### src/rtl/imem_boot_loader_if.sv
// Byte-stream input and instruction-memory write port of the boot loader.
// The loader uses the slave modport; the program source/memory side uses master.
interface imem_boot_loader_if #(
    parameter int unsigned ADDR_W = 6
);
    logic              in_valid;
    logic [7:0]        in_data;
    logic              in_ready;
    logic              imem_we;
    logic [ADDR_W-1:0] imem_addr;
    logic [31:0]       imem_wdata;

    modport master (
        output in_valid, in_data,
        input  in_ready, imem_we, imem_addr, imem_wdata
    );

    modport slave (
        input  in_valid, in_data,
        output in_ready, imem_we, imem_addr, imem_wdata
    );
endinterface

### src/rtl/imem_boot_loader.sv
// Loads a length-prefixed little-endian byte stream into instruction memory, then releases the core.
// Optional trailing XOR checksum byte enabled by IMEM_BOOT_LOADER_CHECKSUM_EN.
module imem_boot_loader #(
    parameter int unsigned DEPTH  = 64,
    parameter int unsigned ADDR_W = 6
) (
    input  logic              clk,
    input  logic              reset,
    input  logic              start,
    imem_boot_loader_if.slave bus,
    output logic              core_run,
    output logic              busy,
    output logic              err
);
    localparam int unsigned LEN_W  = 16;
    localparam int unsigned WORD_W = 32;
    localparam int unsigned BYTE_W = 8;

    typedef enum logic [2:0] {
        S_IDLE, S_LEN, S_DATA, S_WRITE, S_CSUM, S_DONE, S_ERROR
    } state_t;

`ifdef IMEM_BOOT_LOADER_CHECKSUM_EN
    localparam state_t LAST_NEXT = S_CSUM;
`else
    localparam state_t LAST_NEXT = S_DONE;
`endif

    state_t            state_q, state_d;
    logic [LEN_W-1:0]  len_q, widx_q, len_next;
    logic [1:0]        bcnt_q;
    logic [WORD_W-1:0] word_q, word_next;
    logic              accept, reload, len_last, word_last;
    logic              in_ready_d, imem_we_d, core_run_d, busy_d, err_d;
`ifdef IMEM_BOOT_LOADER_CHECKSUM_EN
    logic [BYTE_W-1:0] csum_q;
`endif

    assign accept    = bus.in_valid & bus.in_ready;
    assign reload    = start & ((state_q == S_IDLE) | (state_q == S_DONE) | (state_q == S_ERROR));
    assign len_next  = {bus.in_data, len_q[BYTE_W-1:0]};
    assign word_next = {bus.in_data, word_q[WORD_W-1:BYTE_W]};
    assign len_last  = accept & (bcnt_q == 2'd1);
    assign word_last = accept & (bcnt_q == 2'd3);

    // State register
    always_ff @(posedge clk or negedge reset) begin
        if (!reset) state_q <= S_IDLE;
        else        state_q <= state_d;
    end

    // Next-state logic
    always_comb begin
        state_d = state_q;
        case (state_q)
            S_IDLE:  if (start) state_d = S_LEN;
            S_LEN: begin
                if (len_last) begin
                    if (len_next == '0)                  state_d = LAST_NEXT;
                    else if (len_next > LEN_W'(DEPTH))   state_d = S_ERROR;
                    else                                 state_d = S_DATA;
                end
            end
            S_DATA:  if (word_last) state_d = S_WRITE;
            S_WRITE: state_d = ((widx_q + LEN_W'(1)) == len_q) ? LAST_NEXT : S_DATA;
`ifdef IMEM_BOOT_LOADER_CHECKSUM_EN
            S_CSUM:  if (accept) state_d = (bus.in_data == csum_q) ? S_DONE : S_ERROR;
`endif
            S_DONE, S_ERROR: if (start) state_d = S_LEN;
            default: state_d = S_IDLE;
        endcase
    end

    // Output decode from the upcoming state so outputs register in step with it
    always_comb begin
        in_ready_d = 1'b0;
        imem_we_d  = 1'b0;
        core_run_d = 1'b0;
        busy_d     = 1'b0;
        err_d      = 1'b0;
        case (state_d)
            S_LEN, S_DATA, S_CSUM: begin
                in_ready_d = 1'b1;
                busy_d     = 1'b1;
            end
            S_WRITE: begin
                imem_we_d = 1'b1;
                busy_d    = 1'b1;
            end
            S_DONE:  core_run_d = 1'b1;
            S_ERROR: err_d      = 1'b1;
            default: ;
        endcase
    end

    always_ff @(posedge clk or negedge reset) begin
        if (!reset) begin
            bus.in_ready   <= 1'b0;
            bus.imem_we    <= 1'b0;
            bus.imem_addr  <= '0;
            bus.imem_wdata <= '0;
            core_run       <= 1'b0;
            busy           <= 1'b0;
            err            <= 1'b0;
        end else begin
            bus.in_ready <= in_ready_d;
            bus.imem_we  <= imem_we_d;
            core_run     <= core_run_d;
            busy         <= busy_d;
            err          <= err_d;
            // Address/data hold their last values outside WRITE
            if (state_d == S_WRITE) begin
                bus.imem_addr  <= ADDR_W'(widx_q);
                bus.imem_wdata <= word_next;
            end
        end
    end

    // Length, byte/word counters and word assembly
    always_ff @(posedge clk or negedge reset) begin
        if (!reset) begin
            len_q  <= '0;
            widx_q <= '0;
            bcnt_q <= '0;
            word_q <= '0;
`ifdef IMEM_BOOT_LOADER_CHECKSUM_EN
            csum_q <= '0;
`endif
        end else if (reload) begin
            len_q  <= '0;
            widx_q <= '0;
            bcnt_q <= '0;
`ifdef IMEM_BOOT_LOADER_CHECKSUM_EN
            csum_q <= '0;
`endif
        end else begin
            case (state_q)
                S_LEN: if (accept) begin
                    if (bcnt_q == 2'd0) len_q[BYTE_W-1:0]     <= bus.in_data;
                    else                len_q[LEN_W-1:BYTE_W] <= bus.in_data;
                    bcnt_q <= len_last ? 2'd0 : 2'd1;
                end
                S_DATA: if (accept) begin
                    word_q <= word_next;
                    bcnt_q <= bcnt_q + 2'd1;
`ifdef IMEM_BOOT_LOADER_CHECKSUM_EN
                    csum_q <= csum_q ^ bus.in_data;
`endif
                end
                S_WRITE: widx_q <= widx_q + LEN_W'(1);
                default: ;
            endcase
        end
    end
endmodule
### src/flat_wrapper.sv
// flat-port wrapper written by rule: the top's interface ports become plain ports
module imem_boot_loader_flat 
#(
    parameter int unsigned DEPTH  = 64,
    parameter int unsigned ADDR_W = 6
)
  (clk, reset, start, core_run, busy, err, bus_in_valid, bus_in_data, bus_in_ready, bus_imem_we, bus_imem_addr, bus_imem_wdata);
  imem_boot_loader_if #(.ADDR_W(ADDR_W)) bus_i ();
  input  logic clk;
  input  logic reset;
  input  logic start;
  output logic core_run;
  output logic busy;
  output logic err;
  input wire logic [$bits(bus_i.in_valid)-1:0] bus_in_valid;
  input wire logic [$bits(bus_i.in_data)-1:0] bus_in_data;
  output wire logic [$bits(bus_i.in_ready)-1:0] bus_in_ready;
  output wire logic [$bits(bus_i.imem_we)-1:0] bus_imem_we;
  output wire logic [$bits(bus_i.imem_addr)-1:0] bus_imem_addr;
  output wire logic [$bits(bus_i.imem_wdata)-1:0] bus_imem_wdata;
  assign bus_i.in_valid = bus_in_valid;
  assign bus_i.in_data = bus_in_data;
  assign bus_in_ready = bus_i.in_ready;
  assign bus_imem_we = bus_i.imem_we;
  assign bus_imem_addr = bus_i.imem_addr;
  assign bus_imem_wdata = bus_i.imem_wdata;
  imem_boot_loader #(.DEPTH(DEPTH), .ADDR_W(ADDR_W)) u_core (.clk(clk), .reset(reset), .start(start), .bus(bus_i), .core_run(core_run), .busy(busy), .err(err));
endmodule
### config.mk
export PLATFORM = sky130hd
export DESIGN_NAME = imem_boot_loader_flat
export DESIGN_NICKNAME = d
export VERILOG_FILES = /design/src/rtl/imem_boot_loader_if.sv /design/src/rtl/imem_boot_loader.sv /design/src/flat_wrapper.sv
export SDC_FILE = /design/constraint.sdc
export NUM_CORES = 1
export LEC_CHECK = 0
export ABC_AREA = 1
export BUFFER_PORTS_ARGS = -buffer_cell sky130_fd_sc_hd__buf_2
export CAP_MARGIN = 30
export CORE_MARGIN = 3
export CORE_UTILIZATION = 63
export DETAILED_ROUTE_END_ITERATION = 8
export PLACE_DENSITY = 0.88
export SYNTH_ARGS = -nofsm -noshare
export SYNTH_HDL_FRONTEND = slang
export SYNTH_SLANG_ARGS = --single-unit
### constraint.sdc
create_clock -name clk -period 4.3 [get_ports clk]
set_input_delay 0.645 -clock clk [delete_from_list [all_inputs] [get_ports clk]]
set_output_delay 0.645 -clock clk [all_outputs]
set_load 0.02 [all_outputs]
==> impl_metrics.toml, run 1 <==
[yosys]
synth_fp_nets = 643
syn-cell-area_sq_um = 4970
synth_cells = 627
synth_cell_types = 29
ys_warn_count = 0
synth-seq-area-share_pct = 52.4
synth.avg_cell_area_sq_um = 7.92
synth_seq_cells = 104

[place]
placement.cell_area_sq_um = 5330
pre_cts_ws_ps = 1630
numPortBuffers = 54
dp_cells = 765
gp_congestion = 0.907
dp_hpwl_microns = 8340

[clock_network]
max-clock-path-buffers = 2
cts-hold-fix-buffers = 0
cts_resized = 0
h-tree-depth = 3
cts_root_buf = "clkbuf_8"
cts_setup_buffers = 0
clkTransAtPathRegs_ps = 100
tritoncts = "built"
clk_latency_ps = 370
cts_buffers = 9
cts.sinks = 104

[drt]
drc = 0
first_pass_iters = 6
dr.first_iter.drc_count = 333
wl_per_cell_microns = 14.9
avgViaCountPerCell = 5.66
finalWirelength_microns = 11600
final_antenna_net_count = 0
vias = 4419

[finish]
final_cell_mix = "nand2_1, dfrtp_1, o21ai_0, inv_1, buf_2"
nets = 693
final_cells = 781
stdcell_area_sq_um = 5510
final_layout_size_suffix_gt1_share_pct = 14.7
final_common_cell = "nand2_1"
antennaDiodeCount = 0
area_growth_syn_to_layout_pct = 11.0
fin_util_pct = 74.0
fillers = 563

[setup_path]
worstPathRequired_ps = 4560
cp-start-kind = "flop"
critPathMostFrequentCell = "inv_1"
crit_type = "flop to flop"
cp-end-kind = "flop"
cp_slowest_cell = "buf_4"
worstPathMaxFanout = 68
slowest_delay_ps = 450
cp.arrival_ps = 2810
crit_chain = "inv_1 > nor2_1 > inv_1 > nor2_1 > nand2_1 > buf_4 > inv_1 > nand2_2 > buf_4 > inv_1 > o21bai_2"

[power_and_ir_drop]
p_comb_share_pct = 39.0
pwr-share-seq_pct = 44.6
p_int_mw = 1.99
power.density_nw_per_um2 = 639
finalPower_mw = 3.53
power.leakage_nw = 2.94
ir_worst_vdd_uv = 456
power_switching_mw = 1.54
netSwitchingFraction_pct = 43.7
clkPwrFrac_pct = 16.4

[floorplan]
dieArea_sq_um = 8990
die_y_microns = 94.8
rows = 31
design.core.area_sq_um = 7450
start_util_pct = 66.7
die_w_microns = 94.8
io_pins = 55

[timing]
fin_tns_setup_ps = 0
setup_ws_ps = 1750
tightest_slew_ps = 889
hold_violations = 0
rsz0062_at_grt = "no"
finalClockSkew_ps = 5.90
finalSetupViolations = 0
slew_headroom_pct = 40.7
period_minus_slack_ps = 2550
fin_crit_sh_pct = 59.3
whs_ps = 371
final_max_slew_viol_count = 0
clock.fmax_mhz = 392

[global_routing]
grt_max_degree = 72
grt_antenna_before_repair = 0
grtUsageTotal_pct = 27.6
grt_pass1_wl_microns = 19200
grt_pass1_vias = 4123
grt_overflow = 0

[flow_run]
maxCapViolations = 0

[worst_hold_path]
hold_class = "input pin to async pin"

[status]
status = "complete, no violations"
## cell type report
cell class / instances / area, sq um / share of cell area [%]
multi-input cells: 425 / 2000 / 36.3
clock inverters: 6 / 51.3 / 0.930
clock buffers: 10 / 138 / 2.50
inverters: 79 / 297 / 5.38
repair buffers: 58 / 303 / 5.49
flip-flops and latches: 104 / 2600 / 47.2
well taps: 99 / 124 / 2.25
## per-layer routing
layer / vias to the layer above / global-route usage [%] / wire [microns]
li1: 2101 / - / -
met2: 202 / 43.4 / 5480
met1: 2098 / 37.8 / 4880
met4: 0 / 10.2 / 191
met5: - / 0 / 0
met3: 18 / 5.98 / 1060
## cells in the mapped netlist, drive strengths merged
master | n | area, sq um
a21oi | 15 | 78.8
a22oi | 1 | 7.51
a32oi | 1 | 8.76
buf | 5 | 23.8
clkbuf | 14 | 52.6
clkinv | 1 | 3.75
dfrtp | 104 | 2600
ha | 4 | 50.1
inv | 78 | 293
nand2 | 207 | 792
nand3 | 40 | 215
nand3b | 4 | 30.0
nand4 | 14 | 87.6
nor2 | 38 | 193
nor3 | 4 | 20.0
o211ai | 2 | 15.0
o21ai | 90 | 454
o21bai | 2 | 18.8
or2 | 2 | 12.5
xnor2 | 1 | 8.76
## state kept, by name (all words and copies together), names as in the netlist
signal	flops
u_core.bus.imem_we	1
u_core.bcnt_q	2
u_core.state_q	3
u_core.core_run	1
u_core.widx_q	16
u_core.err	1
u_core.len_q	16
u_core.bus.imem_addr	6
u_core.bus.in_ready	1
u_core.bus.imem_wdata	32
u_core.busy	1
u_core.word_q	24
## power by group through the flow
stage / registers (mW) / logic (mW) / clock network, mW
finish: 1.57 / 1.38 / 0.577
detailed placement: 1.57 / 1.35 / 0
CTS: 1.56 / 1.36 / 0.582
global placement: 1.56 / 1.28 / 0
floorplan: 1.60 / 0.902 / 0
global route: 1.61 / 1.56 / 0.625
## path summary, 6_finish.rpt
path / cells after the start / slack [ps] / startpoint / to
min reg2reg: 2 / 480 / u_core.word_q[9]$_DFFE_PN0P_ / u_core.bus.imem_wdata[1]$_DFFE_PN0P_
min: 1 / 370 / reset / u_core.bus.imem_we$_DFF_PN0_
max reg2reg: 11 / 1750 / u_core.state_q[1]$_DFF_PN0_ / u_core.busy$_DFF_PN0_
min in group clk: 2 / 480 / u_core.word_q[9]$_DFFE_PN0P_ / u_core.bus.imem_wdata[1]$_DFFE_PN0P_
max in group asynchronous: 2 / 2920 / reset / u_core.bus.imem_wdata[28]$_DFFE_PN0P_
max: 11 / 1750 / u_core.state_q[1]$_DFF_PN0_ / u_core.busy$_DFF_PN0_
## critical path: cells and delay by family (launching register included)
family          cells  cell delay [ps]
compound gates      1              260
flops               1              400
simple gates        4              320
buf+inv             6             1450
## kinds of logic after synthesis
group	share of synthesized area (%)
AOI/OAI and AO/OA	11.7
xor gates and xnor gates	0.176
adders and majority gates	1.01
buffers and inverters	7.51
DFF	52.4
and+or+nand+nor	27.2
No activity file was read; power rests on OpenSTA's default activity.
==> inputs of run 2 (changes only) <==
--- a/config.mk
+++ b/config.mk
@@ -9,9 +9,9 @@
 export BUFFER_PORTS_ARGS = -buffer_cell sky130_fd_sc_hd__buf_2
 export CAP_MARGIN = 30
 export CORE_MARGIN = 3
-export CORE_UTILIZATION = 63
+export CORE_UTILIZATION = 58
 export DETAILED_ROUTE_END_ITERATION = 8
-export PLACE_DENSITY = 0.88
+export PLACE_DENSITY = 0.82
 export SYNTH_ARGS = -nofsm -noshare
 export SYNTH_HDL_FRONTEND = slang
 export SYNTH_SLANG_ARGS = --single-unit
==> constraint.sdc (replaced) <==
create_clock -name clk -period 2.4 [get_ports clk]
set_input_delay 0.36 -clock clk [delete_from_list [all_inputs] [get_ports clk]]
set_output_delay 0.36 -clock clk [all_outputs]
set_load 0.02 [all_outputs]
==> run 2 against run 1 <==
  * Sequential share of layout area is 1.2 points lower
  * Flip-flop and latch count stayed put
  * Sequential power is 79% higher
  * Die area is 8.1% higher
  * Count of clock-buffer cells in the layout is 1 lower
  * Core utilization is 5.6 points lower
  * Largest power group unchanged
==> impl_metrics.toml, run 2 (synthesized netlist as in run 1, its figures left out) <==
[status]
status = "complete, no violations"

[drt]
vias = 4382
drc = 0
wl_per_cell_microns = 15.1
dr.first_iter.drc_count = 447
finalWirelength_microns = 12000
first_pass_iters = 6
avgViaCountPerCell = 5.53
final_antenna_net_count = 0

[timing]
tightest_slew_ps = 674
final_max_slew_viol_count = 0
fin_tns_setup_ps = 0
clock.fmax_mhz = 477
fin_crit_sh_pct = 87.3
hold_violations = 0
slew_headroom_pct = 55.1
finalClockSkew_ps = 12.3
setup_ws_ps = 304
finalSetupViolations = 0
period_minus_slack_ps = 2100
rsz0062_at_grt = "no"

[worst_hold_path]
hold_class = "input pin to flop"
hp-start = "bus_in_data[7]"
hold_path_depth = 3
min_to = "u_core.len_q[7]$_DFFE_PN0P_"

[clock_network]
h-tree-depth = 3
cts.sinks = 104
cts_setup_buffers = 0
clkTransAtPathRegs_ps = 100
cts_root_buf = "clkbuf_8"
max-clock-path-buffers = 2
tritoncts = "built"
cts_buffers = 9
clk_latency_ps = 380

[place]
gp_congestion = 0.934
numPortBuffers = 54
pre_cts_ws_ps = 300
dp_hpwl_microns = 8940

[power_and_ir_drop]
p_int_mw = 3.88
pwr-share-seq_pct = 42.0
p_comb_share_pct = 37.3
clkPwrFrac_pct = 20.7
netSwitchingFraction_pct = 41.8
power.leakage_nw = 3.01
power.density_nw_per_um2 = 1180
ir_worst_vdd_uv = 593
power_switching_mw = 2.79

[setup_path]
timing.rr.start = "u_core.widx_q[0]$_DFFE_PN0P_"
reg2regPathDepth = 16
cp.arrival_ps = 2360
cp-start-kind = "flop"
rrSetupSlack_ps = 300
worstPathMaxFanout = 8
crit_type = "flop to flop"
worstPathRequired_ps = 2670
reg2reg_to = "u_core.bus.in_ready$_DFF_PN0_"
cp-end-kind = "flop"

[floorplan]
dieArea_sq_um = 9710
rows = 33
start_util_pct = 60.2
io_pins = 55
design.core.area_sq_um = 8260
die_y_microns = 98.5
die_w_microns = 98.5

[finish]
largest_register = "u_core.bus.imem_wdata"
reg.largest.list = "u_core.bus.imem_wdata x32, u_core.word_q x24"
nets = 699
final_cell_mix = "nand2_1, dfrtp_1, o21ai_0, inv_1, buf_2"
antennaDiodeCount = 0
final_layout_size_suffix_gt1_share_pct = 15.4
largest_reg_flops = 32
final_common_cell = "nand2_1"
area_growth_syn_to_layout_pct = 13.9

[global_routing]
grt_pass1_wl_microns = 19900
grtUsageTotal_pct = 25.6
grt_overflow = 0
grt_pass1_vias = 4150
grt_antenna_before_repair = 0
grt_max_degree = 50

[flow_run]
maxCapViolations = 0
==> run 2: worst max-delay path, stage by stage (launching register included) <==
cell and delay (ps):
dfrtp_1 420, ha_1 220, nand2_2 100, nor2_4 200, nand2_1 80, nand2_1 80
nand2_1 80, nand2_1 70, nand2_1 60, nor2_1 90, nand3_1 90, nor2_2 100
nand2_1 60, nand2_1 70, nand2_1 90, nor2_2 130, nor2_1 70
==> run 2: routing by layer <==
| metal | up-vias | global-route usage (%) | share of wire (%) |
|---|---|---|---|
| met5 | - | 0 | 0 |
| met4 | 0 | 7.35 | 1.8 |
| met3 | 20 | 5.24 | 8.7 |
| met2 | 202 | 39.9 | 46 |
| met1 | 2045 | 36.8 | 44 |
| li1 | 2115 | - | - |
==> run 2: area by class of cell <==
type                    instances  area [sq um]
fillers                       683          2600
multi-input cells             425          2000
inverters                      79           297
clock buffers                   9           124
repair buffers                 64           363
flip-flops and latches        104          2600
well taps                     105           131
clock inverters                 7           138
==> run 2: worst max path at each step <==
stage                                       from                       endpoint  cells after the start
CTS                 u_core.widx_q[1]$_DFFE_PN0P_  u_core.bus.in_ready$_DFF_PN0_                     16
floorplan           u_core.widx_q[0]$_DFFE_PN0P_          u_core.busy$_DFF_PN0_                     14
detailed placement  u_core.widx_q[1]$_DFFE_PN0P_          u_core.busy$_DFF_PN0_                     14
finish              u_core.widx_q[0]$_DFFE_PN0P_  u_core.bus.in_ready$_DFF_PN0_                     16
global placement    u_core.widx_q[1]$_DFFE_PN0P_          u_core.busy$_DFF_PN0_                     16
global route        u_core.widx_q[1]$_DFFE_PN0P_  u_core.bus.in_ready$_DFF_PN0_                     16
==> run 2: metrics by stage <==
step	util (%)	hold slack [ps]	cells	power, mW	instance area, sq um
final	68.5	276	793	6.67	5660
after global routing	68.5	286	793	7.17	5660
after CTS	68.5	268	793	6.66	5650
after detailed placement	65.2	371	776	5.28	5380
after global placement	65.2	364	776	5.15	5380
after floorplan	-	64.4	627	4.47	4970
==> run 2: power groups by stage <==
stage / Combinational, mW / Sequential (mW) / Clock [mW]
3_3_place_gp: 2.36 / 2.80 / 0
6_report: 2.49 / 2.81 / 1.38
4_1_cts: 2.47 / 2.79 / 1.40
3_5_place_dp: 2.46 / 2.82 / 0
5_1_grt: 2.83 / 2.88 / 1.47
2_1_floorplan: 1.62 / 2.86 / 0
==> run 2: timing repair <==
item,in CTS,in global routing
endpoints found under the setup margin,0,2
hold endpoints to repair,38,0
hold buffers,1,0
resized for setup,0,2
